**src/rtl/proc_pkg.sv**
```systemverilog
// Shared encodings for the multi-cycle AR/T core: opcodes, ALU funcs, FSM states.
package proc_pkg;

  localparam logic [4:0] OP_AR   = 5'b00010;
  localparam logic [4:0] OP_T    = 5'b00011;
  localparam logic [4:0] OP_HALT = 5'b11111;

  localparam logic [3:0] F_ADD = 4'b0000;
  localparam logic [3:0] F_SUB = 4'b0001;
  localparam logic [3:0] F_AND = 4'b0010;
  localparam logic [3:0] F_OR  = 4'b0011;
  localparam logic [3:0] F_XOR = 4'b0100;
  localparam logic [3:0] F_SLL = 4'b0101;
  localparam logic [3:0] F_SRL = 4'b0110;
  localparam logic [3:0] F_SRA = 4'b0111;

  typedef enum logic [2:0] {
    IDLE,
    FETCH,
    DECODE,
    EXEC,
    WB,
    HALT
  } state_t;

endpackage

```
**src/rtl/proc_multicycle_if.sv**
```systemverilog
// Instruction-memory req/ack fetch port: the core is master, the memory is slave.
interface proc_multicycle_if #(
  parameter int PC_W = 32
);
  logic            req;
  logic [PC_W-1:0] addr;
  logic            ack;
  logic [31:0]     rdata;

  modport master (output req, addr, input ack, rdata);
  modport slave  (input req, addr, output ack, rdata);
endinterface

```
**src/rtl/proc_regfile.sv**
```systemverilog
// Register file: two async operand reads, one async debug read, one sync write.
module proc_regfile #(
  parameter int DATA_W = 32,
  parameter int REG_AW = 4
) (
  input  logic              clk,
  input  logic              rst_n,
  input  logic [REG_AW-1:0] rs1_addr,
  input  logic [REG_AW-1:0] rs2_addr,
  input  logic [REG_AW-1:0] dbg_addr,
  input  logic              we,
  input  logic [REG_AW-1:0] wr_addr,
  input  logic [DATA_W-1:0] wr_data,
  output logic [DATA_W-1:0] rs1_data,
  output logic [DATA_W-1:0] rs2_data,
  output logic [DATA_W-1:0] dbg_data
);

  logic [DATA_W-1:0] mem [2**REG_AW];

  assign rs1_data = mem[rs1_addr];
  assign rs2_data = mem[rs2_addr];
  assign dbg_data = mem[dbg_addr];

  // Clear every register on reset; otherwise write one register per enabled edge.
  always_ff @(posedge clk or negedge rst_n) begin
    if (!rst_n) begin
      for (int i = 0; i < 2**REG_AW; i++) mem[i] <= '0;
    end else if (we) begin
      mem[wr_addr] <= wr_data;
    end
  end

endmodule

```
**src/rtl/proc_multicycle.sv**
```systemverilog
// Multi-cycle AR/T core: FETCH/DECODE/EXEC/WB sequencer with inline ALU,
// start/halt control, sticky illegal flag and carry flag.
module proc_multicycle
  import proc_pkg::*;
#(
  parameter int DATA_W  = 32,
  parameter int REG_AW  = 4,
  parameter int PC_W    = 32,
  parameter int PC_STEP = 4
) (
  input  logic              CLK,
  input  logic              RESET,
  input  logic              start,
  input  logic [PC_W-1:0]   start_pc,
  proc_multicycle_if.master imem,
  output logic [PC_W-1:0]   pc,
  output logic              busy,
  output logic              halted,
  output logic              illegal,
  output logic              retire,
  output logic              carry,
  input  logic [REG_AW-1:0] dbg_addr,
  output logic [DATA_W-1:0] dbg_data
);

  localparam int IMM_W = 23 - REG_AW;
  localparam int SH_W  = $clog2(DATA_W);

  state_t                    state;
  logic [31:0]               ir;
  logic signed [DATA_W-1:0]  op_a;
  logic signed [DATA_W-1:0]  op_b;
  logic signed [DATA_W-1:0]  result;
  logic [4:0]                opcode;
  logic [3:0]                func;
  logic [REG_AW-1:0]         rs1;
  logic [REG_AW-1:0]         rs2;
  logic [REG_AW-1:0]         rd;
  logic signed [IMM_W-1:0]   imm_f;
  logic signed [DATA_W-1:0]  imm;
  logic [DATA_W-1:0]         rf_rs1;
  logic [DATA_W-1:0]         rf_rs2;

  assign opcode    = ir[31:27];
  assign func      = ir[26:23];
  assign rs1       = ir[22 -: REG_AW];
  assign rs2       = ir[22-REG_AW -: REG_AW];
  assign rd        = (opcode == OP_T) ? rs1 : ir[22-2*REG_AW -: REG_AW];
  assign imm_f     = ir[IMM_W-1:0];
  assign imm       = DATA_W'(imm_f);
  assign imem.addr = pc;

  // Only AR with a defined func, T and HALT are executable.
  function automatic logic is_legal(input logic [4:0] op, input logic [3:0] fn);
    return (op == OP_AR && !fn[3]) || op == OP_T || op == OP_HALT;
  endfunction

  // Returns {carry_out, result}; carry passes through for non-arithmetic ops.
  function automatic logic [DATA_W:0] alu(input logic [3:0] fn,
                                          input logic signed [DATA_W-1:0] a,
                                          input logic signed [DATA_W-1:0] b,
                                          input logic c_in);
    logic [SH_W-1:0]          sh;
    logic [DATA_W:0]          sum;
    logic signed [DATA_W-1:0] r;
    logic                     c;
    sh  = b[SH_W-1:0];
    sum = {1'b0, a} + {1'b0, b};
    r   = '0;
    c   = c_in;
    case (fn)
      F_ADD: begin r = sum[DATA_W-1:0]; c = sum[DATA_W]; end
      F_SUB: begin r = a - b; c = ($unsigned(a) >= $unsigned(b)); end
      F_AND: r = a & b;
      F_OR:  r = a | b;
      F_XOR: r = a ^ b;
      F_SLL: r = a << sh;
      F_SRL: r = $unsigned(a) >> sh;
      F_SRA: r = a >>> sh;
      default: r = '0;
    endcase
    return {c, r};
  endfunction

  proc_regfile #(.DATA_W(DATA_W), .REG_AW(REG_AW)) u_regfile (
    .clk      (CLK),
    .rst_n    (RESET),
    .rs1_addr (rs1),
    .rs2_addr (rs2),
    .dbg_addr (dbg_addr),
    .we       (state == WB),
    .wr_addr  (rd),
    .wr_data  (result),
    .rs1_data (rf_rs1),
    .rs2_data (rf_rs2),
    .dbg_data (dbg_data)
  );

  // Instruction sequencer with registered status/handshake outputs.
  always_ff @(posedge CLK or negedge RESET) begin
    if (!RESET) begin
      state    <= IDLE;
      pc       <= '0;
      ir       <= '0;
      op_a     <= '0;
      op_b     <= '0;
      result   <= '0;
      carry    <= 1'b0;
      illegal  <= 1'b0;
      imem.req <= 1'b0;
      busy     <= 1'b0;
      halted   <= 1'b0;
      retire   <= 1'b0;
    end else begin
      retire <= 1'b0;
      case (state)
        IDLE, HALT: begin
          if (start) begin
            pc       <= start_pc;
            illegal  <= 1'b0;
            imem.req <= 1'b1;
            busy     <= 1'b1;
            halted   <= 1'b0;
            state    <= FETCH;
          end
        end
        FETCH: begin
          if (imem.ack) begin
            ir       <= imem.rdata;
            imem.req <= 1'b0;
            state    <= DECODE;
          end
        end
        DECODE: begin
          op_a <= rf_rs1;
          op_b <= rf_rs2;
          if (!is_legal(opcode, func) || opcode == OP_HALT) begin
            illegal <= !is_legal(opcode, func);
            busy    <= 1'b0;
            halted  <= 1'b1;
            state   <= HALT;
          end else begin
            state <= EXEC;
          end
        end
        EXEC: begin
          if (opcode == OP_AR) {carry, result} <= alu(func, op_a, op_b, carry);
          else                 result <= imm;
          retire <= 1'b1;
          state  <= WB;
        end
        WB: begin
          pc       <= pc + PC_W'(PC_STEP);
          imem.req <= 1'b1;
          state    <= FETCH;
        end
        default: begin
          imem.req <= 1'b0;
          busy     <= 1'b0;
          halted   <= 1'b0;
          state    <= IDLE;
        end
      endcase
    end
  end

endmodule

```
**src/flat_wrapper.sv**
```systemverilog
// flat-port wrapper written by rule: the top's interface ports become plain ports
module proc_multicycle_flat import proc_pkg::*;
#(
  parameter int DATA_W  = 32,
  parameter int REG_AW  = 4,
  parameter int PC_W    = 32,
  parameter int PC_STEP = 4
)
  (CLK, RESET, start, start_pc, pc, busy, halted, illegal, retire, carry, dbg_addr, dbg_data, imem_req, imem_addr, imem_ack, imem_rdata);
  proc_multicycle_if #(.PC_W(PC_W)) imem_i ();
  input  logic CLK;
  input  logic RESET;
  input  logic start;
  input  logic [PC_W-1:0] start_pc;
  output logic [PC_W-1:0] pc;
  output logic busy;
  output logic halted;
  output logic illegal;
  output logic retire;
  output logic carry;
  input  logic [REG_AW-1:0] dbg_addr;
  output logic [DATA_W-1:0] dbg_data;
  output wire logic [$bits(imem_i.req)-1:0] imem_req;
  output wire logic [$bits(imem_i.addr)-1:0] imem_addr;
  input wire logic [$bits(imem_i.ack)-1:0] imem_ack;
  input wire logic [$bits(imem_i.rdata)-1:0] imem_rdata;
  assign imem_req = imem_i.req;
  assign imem_addr = imem_i.addr;
  assign imem_i.ack = imem_ack;
  assign imem_i.rdata = imem_rdata;
  proc_multicycle #(.DATA_W(DATA_W), .REG_AW(REG_AW), .PC_W(PC_W), .PC_STEP(PC_STEP)) u_core (.CLK(CLK), .RESET(RESET), .start(start), .start_pc(start_pc), .imem(imem_i), .pc(pc), .busy(busy), .halted(halted), .illegal(illegal), .retire(retire), .carry(carry), .dbg_addr(dbg_addr), .dbg_data(dbg_data));
endmodule
```
**config.mk**
```make
export PLATFORM = sky130hd
export DESIGN_NAME = proc_multicycle_flat
export DESIGN_NICKNAME = d
export VERILOG_FILES = /design/src/rtl/proc_pkg.sv /design/src/rtl/proc_multicycle_if.sv /design/src/rtl/proc_regfile.sv /design/src/rtl/proc_multicycle.sv /design/src/flat_wrapper.sv
export SDC_FILE = /design/constraint.sdc
export NUM_CORES = 2
export LEC_CHECK = 0
export CELL_PAD_IN_SITES_DETAIL_PLACEMENT = 1
export CELL_PAD_IN_SITES_GLOBAL_PLACEMENT = 1
export CORE_MARGIN = 2
export CORE_UTILIZATION = 40
export DETAILED_ROUTE_END_ITERATION = 12
export HOLD_SLACK_MARGIN = 0.06
export PLACE_DENSITY = 0.72
export SYNTH_ARGS = -nofsm -noshare
export SYNTH_HDL_FRONTEND = slang
export SYNTH_SLANG_ARGS = --single-unit
```
**constraint.sdc**
```tcl
create_clock -name CLK -period 3.06 [get_ports CLK]
set_input_delay 0.459 -clock CLK [delete_from_list [all_inputs] [get_ports CLK]]
set_output_delay 0.459 -clock CLK [all_outputs]
set_load 0.01 [all_outputs]
```
# After elaboration in Yosys (flattened, before gate mapping)

Index checks and enable logic that the tools add are counted.

Register bits: 681
Input bits: 72
Output and inout bits: 102
Word-level logic and storage cells: 122

Add/subtract/negate cells: 3
$lt $le $gt $ge: 6
Equal/unequal tests: 18
Shifts and indexed selects: 3
Muxes and demuxes: 33
Bitwise logic cells: 9
Reduce and logical (&&, ||, !) cells: 22

Operators with widths:

| operator                | number |
|---|---|
| $bwmux W512             | 1 |
| $bmux W32 S4            | 3 |
| $mux W32                | 9 |
| $pmux W32 S8            | 1 |
| $demux W32 S4           | 1 |
| $pmux W32 S2            | 1 |
| $add A32 B32 Y33        | 1 |
| $add A32 B3 Y32 const B | 1 |
| $and A32 B32 Y32        | 1 |
| $ge A32 B32 Y1          | 1 |
| $or A32 B32 Y32         | 1 |
| $shl A32 B5 Y32         | 1 |
| $shr A32 B5 Y32         | 1 |
| $sshr A32 B5 Y32        | 1 |
| $sub A32 B32 Y32        | 1 |
| $xor A32 B32 Y32        | 1 |
| $ge A5 B5 Y1 const B    | 4 |
| $not A4 Y5              | 4 |
| $eq A4 B3 Y1 const B    | 4 |
| $pmux W3 S5             | 1 |
| $reduce_and A3 Y1       | 4 |
| $eq A5 B2 Y1 const B    | 2 |
| $mux W3                 | 3 |
| $eq A4 B2 Y1 const B    | 2 |
| other kinds (23)        | 44 |

# Longest topological paths before layout

Word-level depth: 8
Mapped depth: 14
Depth with buffers taken out: 13

# Hierarchy

From an unflattened synthesis, not the netlist that was laid out.

Cell total of the unflattened synthesis: 3937
Area total of the unflattened synthesis: 46341.9 um^2

By module, submodules not included:

| module          | instances | cells each | area an instance (um^2) | sequential area each (um^2) |
|---|---|---|---|---|
| proc_regfile    | 1         | 1946       | 30141.4                 | 12812.3 |
| proc_multicycle | 1         | 1991       | 16200.5                 | 4229.1 |

# Worst setup path before layout

Ideal clock, no wire load.

Kind: register to register
From: register u_core.op_b[1]
To: register u_core.result[16]
Setup time: 0.134 ns
Arrival time: 3.218 ns
Data required time: 2.926 ns
Setup slack: -0.293 ns
Cell stages (with the launch flop): 14
Path buffers: 2
Clock period less this slack: 3.353 ns
Cell sequence: dfrtp_1 buf_6 buf_4 clkinv_1 fa_1 and2b_1 o211ai_1 a2111oi_0 nor2_1 o21ai_0 a21oi_1 o311ai_0 mux2i_1 o21ai_0

Word-level cells in the longest chain between the ends: 3
Elaborated cells between the ends (all ways): 7
Classes of those cells: add/sub (2); shift (3); mux (2)

RTL lines:

| element                                        | RTL line               | RTL |
|---|---|---|
| from (decl)                                    | proc_multicycle.sv:32  | `logic signed [DATA_W-1:0] op_b;` |
| from (signal assigned)                         | proc_multicycle.sv:136 | `op_b <= rf_rs2;` |
| $sub A32 B32 Y32, or another cell as far along | proc_multicycle.sv:73  | `F_SUB: begin r = a - b; c = ($unsigned(a) >= $unsigned(b)); end` |
| $pmux W32 S8 *                                 | proc_multicycle.sv:71  | `case (fn)` |
| $mux W32 *                                     | proc_multicycle.sv:147 | `if (opcode == OP_AR) {carry, result} <= alu(func, op_a, op_b, carry);` |
| to (signal assigned)                           | proc_multicycle.sv:147 |  |
| to (signal assigned)                           | proc_multicycle.sv:148 | `else result <= imm;` |
| to (decl)                                      | proc_multicycle.sv:33  | `logic signed [DATA_W-1:0] result;` |

Every way passes the cells marked *; elsewhere a longest branch is shown, timed or not.
A chain may end at the register's enable or synchronous reset.

# Worst setup path in the final report

From: register u_core.op_a[0]
To: register u_core.result[28]

Word-level cells in the longest chain between the ends: 3
Elaborated cells between the ends (all ways): 7
Classes of those cells: add/sub (2); shift (3); mux (2)

RTL lines:

| element                                        | RTL line               | RTL |
|---|---|---|
| from (decl)                                    | proc_multicycle.sv:31  | `logic signed [DATA_W-1:0] op_a;` |
| from (signal assigned)                         | proc_multicycle.sv:135 | `op_a <= rf_rs1;` |
| $sub A32 B32 Y32, or another cell as far along | proc_multicycle.sv:73  |  |
| $pmux W32 S8 *                                 | proc_multicycle.sv:71  |  |
| $mux W32 *                                     | proc_multicycle.sv:147 |  |

Marks and branches as above.

==> results.txt <==
----------------------------------------------------
[Layout]
  Area used by sequential logic in the layout ... 17,100 µm²
  Area Growth Syn to Fin ... 19.8%
  Number of standard cells in the final layout excluding fillers ... 5,581
  Post-layout net count ... 4,170
  Fill cell count ... 11,700
  Combined area of the multi-input logic cells ... 27,900 µm²
  Layout cell share with drive strength beyond 1 ... 0.422

[Route]
  Remaining routing DRC violations ... 0
  Average routed wire per standard cell ... 32.4 µm
  Routed via count ... 37,300
  DRC violation total after the first TritonRoute iteration ... 3,930
  Number of optimization iterations in the first detailed-route pass ... 6
  Antenna-violating nets left ... 0
  Routed vias/inst ... 6.68
  Wirelength, routed ... 181 mm

[Setup path]
  Crit-path max FO ... 5
  Highest-delay cell along the critical path ... sky130_fd_sc_hd__dfrtp_1
  Kind of cell adding the most delay to the critical path ... compound AO/OA/AOI/OAI gates
  Setup CP Type ... reg2reg
  Cell chain of the critical path ... ha_4, inv_2, fa_2, and2b_2, o211ai_1, buf_4, a2111oi_4, nor2_1, buf_6, o21a_4, a211oi_4, mux2i_1, and2_1, o221a_2
  Kind of capture point of the worst setup path ... register
  Launching element type of the critical path ... register
  Bufs and invs on worst path ... 3
  Largest stage delay on the critical path ... 420 ps
  Endpoint arrival time on the critical path ... 3720 ps
  Critical path required time ... 3640 ps

[Logic synthesis]
  Ys Warns ... 0
  Post-Syn Area ... 46,500 µm²
  Leading cell types by total area after synthesis ... sky130_fd_sc_hd__dfrtp_1 (37%), sky130_fd_sc_hd__mux4_2 (25%), sky130_fd_sc_hd__mux2_2 (13%), sky130_fd_sc_hd__ha_1 (2.9%), sky130_fd_sc_hd__o21ai_0 (2.3%)
  Number of enable flip-flop cells after synthesis ... 0
  Post-Synthesis Net Count ... 3,908
  Dominant synthesized flop cell ... sky130_fd_sc_hd__dfrtp_1
  Dominant cell type by area after synthesis ... sky130_fd_sc_hd__dfrtp_1
  Gate Count Post-Synth ... 3,727
  Async set or reset register ratio after synthesis ... 1.00
  Portion of the post-synthesis area used by sequential elements ... 0.367
  Fraction of synthesized cell area taken by the top area cell type ... 0.367
  Post-synthesis register bit count ... 681
  Avg Inst Size Synth ... 12.5 µm²
  Count of distinct cell types in the synthesized netlist ... 92

[Floorplanning]
  CORE AREA ... 116,000 µm²
  Total Die Area ... 119,000 µm²
  Initial Util ... 0.402
  I/O pin count ... 174
  Vertical extent of the die ... 345 µm
  Die X-Extent ... 345 µm
  Cell row count ... 125

[Timing]
  Measured slew at the worst slew-check pin ... 933 ps
  Final Hold Fails ... 0
  Maximum achievable frequency ... 318 MHz
  Hold WS ... 317 ps
  Unrepaired setup endpoints after global routing ... yes
  Post-layout minimum cycle time ... 3140 ps
  Final worst slack ... -81.3 ps
  Count of endpoints failing setup in the final report ... 3
  Relative slew slack ... 0.378
  Crit share post-route ... 1.03
  Max-slew violation count ... 0
  Post-Route Skew ... 39.9 ps

[Clock network]
  TritonCTS clock tree ... yes
  Clock input transition at the sequential cells of the worst setup and hold paths ... 60 ps
  Root buffer selected by CTS ... sky130_fd_sc_hd__clkbuf_16
  CTS sink count ... 681
  Clk Latency, worst-skew pair ... 700 ps
  CTS H-Tree Depth ... 3
  Clock buffers created by TritonCTS ... 82
  Maximum root-to-sink buffer count ... 3

[Place]
  Number of placed instances, taps included ... 5,411
  # port buffers ... 173
  HPWL after detailed placement ... 121 mm
  Routability-driven placement congestion ratio ... 0.975

[Status]
  Status ... finished with violations
  Violations in the final reports ... setup timing

[Power]
  Cell Pwr Density ... 1080 nW/µm²
  Static leakage ... 23.4 nW
  Maximum vdd ir drop ... 0.713 mV
  Pwr Total ... 60.3 mW

[GRT]
  Total GRT Usage ... 0.303
  Wire length of the first global-routing pass ... 268 mm
  Antenna violations before repair ... 9
  Pin count of the biggest net entering global routing ... 148
  Number of global-route vias before repair ... 38,800
  Remaining global-route overflow ... 0

[Min path]
  Path category of the worst min-delay check ... in2reg

[Flow run]
  MaxCap Viol Count ... 0

----------------------------------------------------
## sequential cells by signal (all words and copies together), names as in the netlist
name and cells:
u_core.u_regfile.mem 512, u_core.imem.addr 32, u_core.ir 32, u_core.op_a 32, u_core.op_b 32, u_core.result 32
u_core.state 3, u_core.busy 1, u_core.carry 1, u_core.halted 1, u_core.illegal 1, u_core.imem.req 1
u_core.retire 1
## report_power, final
| part | switching [mW] | leakage (nW) | internal [mW] | total, mW |
|---|---|---|---|---|
| clock network | 4.34 | 1.39 | 6.21 | 10.5 |
| logic | 16.0 | 12.9 | 15.8 | 31.8 |
| registers | 5.51 | 9.13 | 12.4 | 17.9 |
## synthesized netlist by cell type, drive strengths merged (14+ instances only)
cell type,number
mux2i,72
a31oi,38
ha,107
nor3,45
o31ai,16
a21oi,134
clkbuf,190
o21ai,219
nor2,196
a221o,15
a21o,16
o311ai,14
or3,16
nand2b,17
o211ai,47
a22oi,18
nand2,233
a221oi,17
mux4,517
buf,178
dfrtp,681
a211oi,21
inv,106
mux2,560
nand3,39
## metal layers
metal / GRT usage / wire [µm]
met1: 0.410 / 72700
met2: 0.473 / 84000
met3: 0.0662 / 16200
met4: 0.126 / 7900
met5: 0 / 37
## worst paths after layout
check | start | to | slack [ps] | cells past startpoint
worst max-delay path | u_core.op_a[0] | u_core.result[28] | -80 | 14
worst min-delay path | start_pc[1] | u_core.imem.addr[1] | 320 | 3
worst max register to register | u_core.op_a[0] | u_core.result[28] | -80 | 14
worst min register to register | u_core.ir[3] | u_core.ir[3] | 510 | 1
max in group asynchronous | RESET | u_core.u_regfile.mem[99] | 1740 | 3
min in group asynchronous | RESET | u_core.op_b[19] | 430 | 3
## layout by cell type (no fill, tap or decap), drive strengths merged, types with 14 or more instances in the layout
cell,Yosys,layout
clkdlybuf4s50,0,139
a21oi,134,134
o211ai,47,47
nand3,39,39
dlygate4sd2,0,26
inv,106,109
a211oi,21,21
clkbuf,190,113
a21o,16,16
ha,107,107
clkinv,2,22
a221oi,17,17
a22oi,18,18
mux2i,72,72
buf,178,374
nand2b,17,17
nand2,233,233
or3,16,16
mux2,560,560
mux4,517,517
dfrtp,681,681
a221o,15,15
nor2,196,196
o31ai,16,16
a31oi,38,38
o311ai,14,14
nor3,45,45
o21ai,219,219
## stage by stage
stage	cell area [µm²]	TNS, ps	setup slack, ps	utilization
floorplan	46500	0	5.61	-
global placement	52200	-3240	-434	0.451
detailed placement	52200	-4400	-501	0.451
CTS	55200	-184	-110	0.477
global route	55700	-1040	-181	0.481
finish	55700	-153	-81.3	0.481
## timing repair
action	in CTS	in global routing
endpoints found under the setup margin	48	113
hold buffers	1	0
gates cloned	1	2
buffers inserted	4	12
endpoints found under the hold margin	270	0
pin swaps	21	38
gates resized for setup	66	80
## cell type report
| cell class | instances | share of cell area |
|---|---|---|
| Sequential cell | 681 | 0.307 |
| Timing Repair Buffer | 546 | 0.0993 |
| Clock buffer | 111 | 0.0410 |
| Tap cell | 1524 | 0.0342 |
| Inverter | 108 | 0.00744 |
| Antenna cell | 3 | 0.000135 |
| Clock inverter | 38 | 0.0103 |
| Multi-Input combinational cell | 2570 | 0.501 |
## logic make-up after synthesis
group / Yosys count / synth area share
flops: 681 / 0.367
fa+ha+maj: 110 / 0.0299
xor+xnor: 15 / 0.00283
mux: 1149 / 0.402
compound gates: 645 / 0.0894
buf+inv: 476 / 0.0453
simple gates: 651 / 0.0641
## worst min-delay path: stages
cell                              delay (ps)
sky130_fd_sc_hd__clkdlybuf4s50_1         400
sky130_fd_sc_hd__nand2_1                  60
sky130_fd_sc_hd__nand2_1                  40
Power figures use the tool's default switching activity.
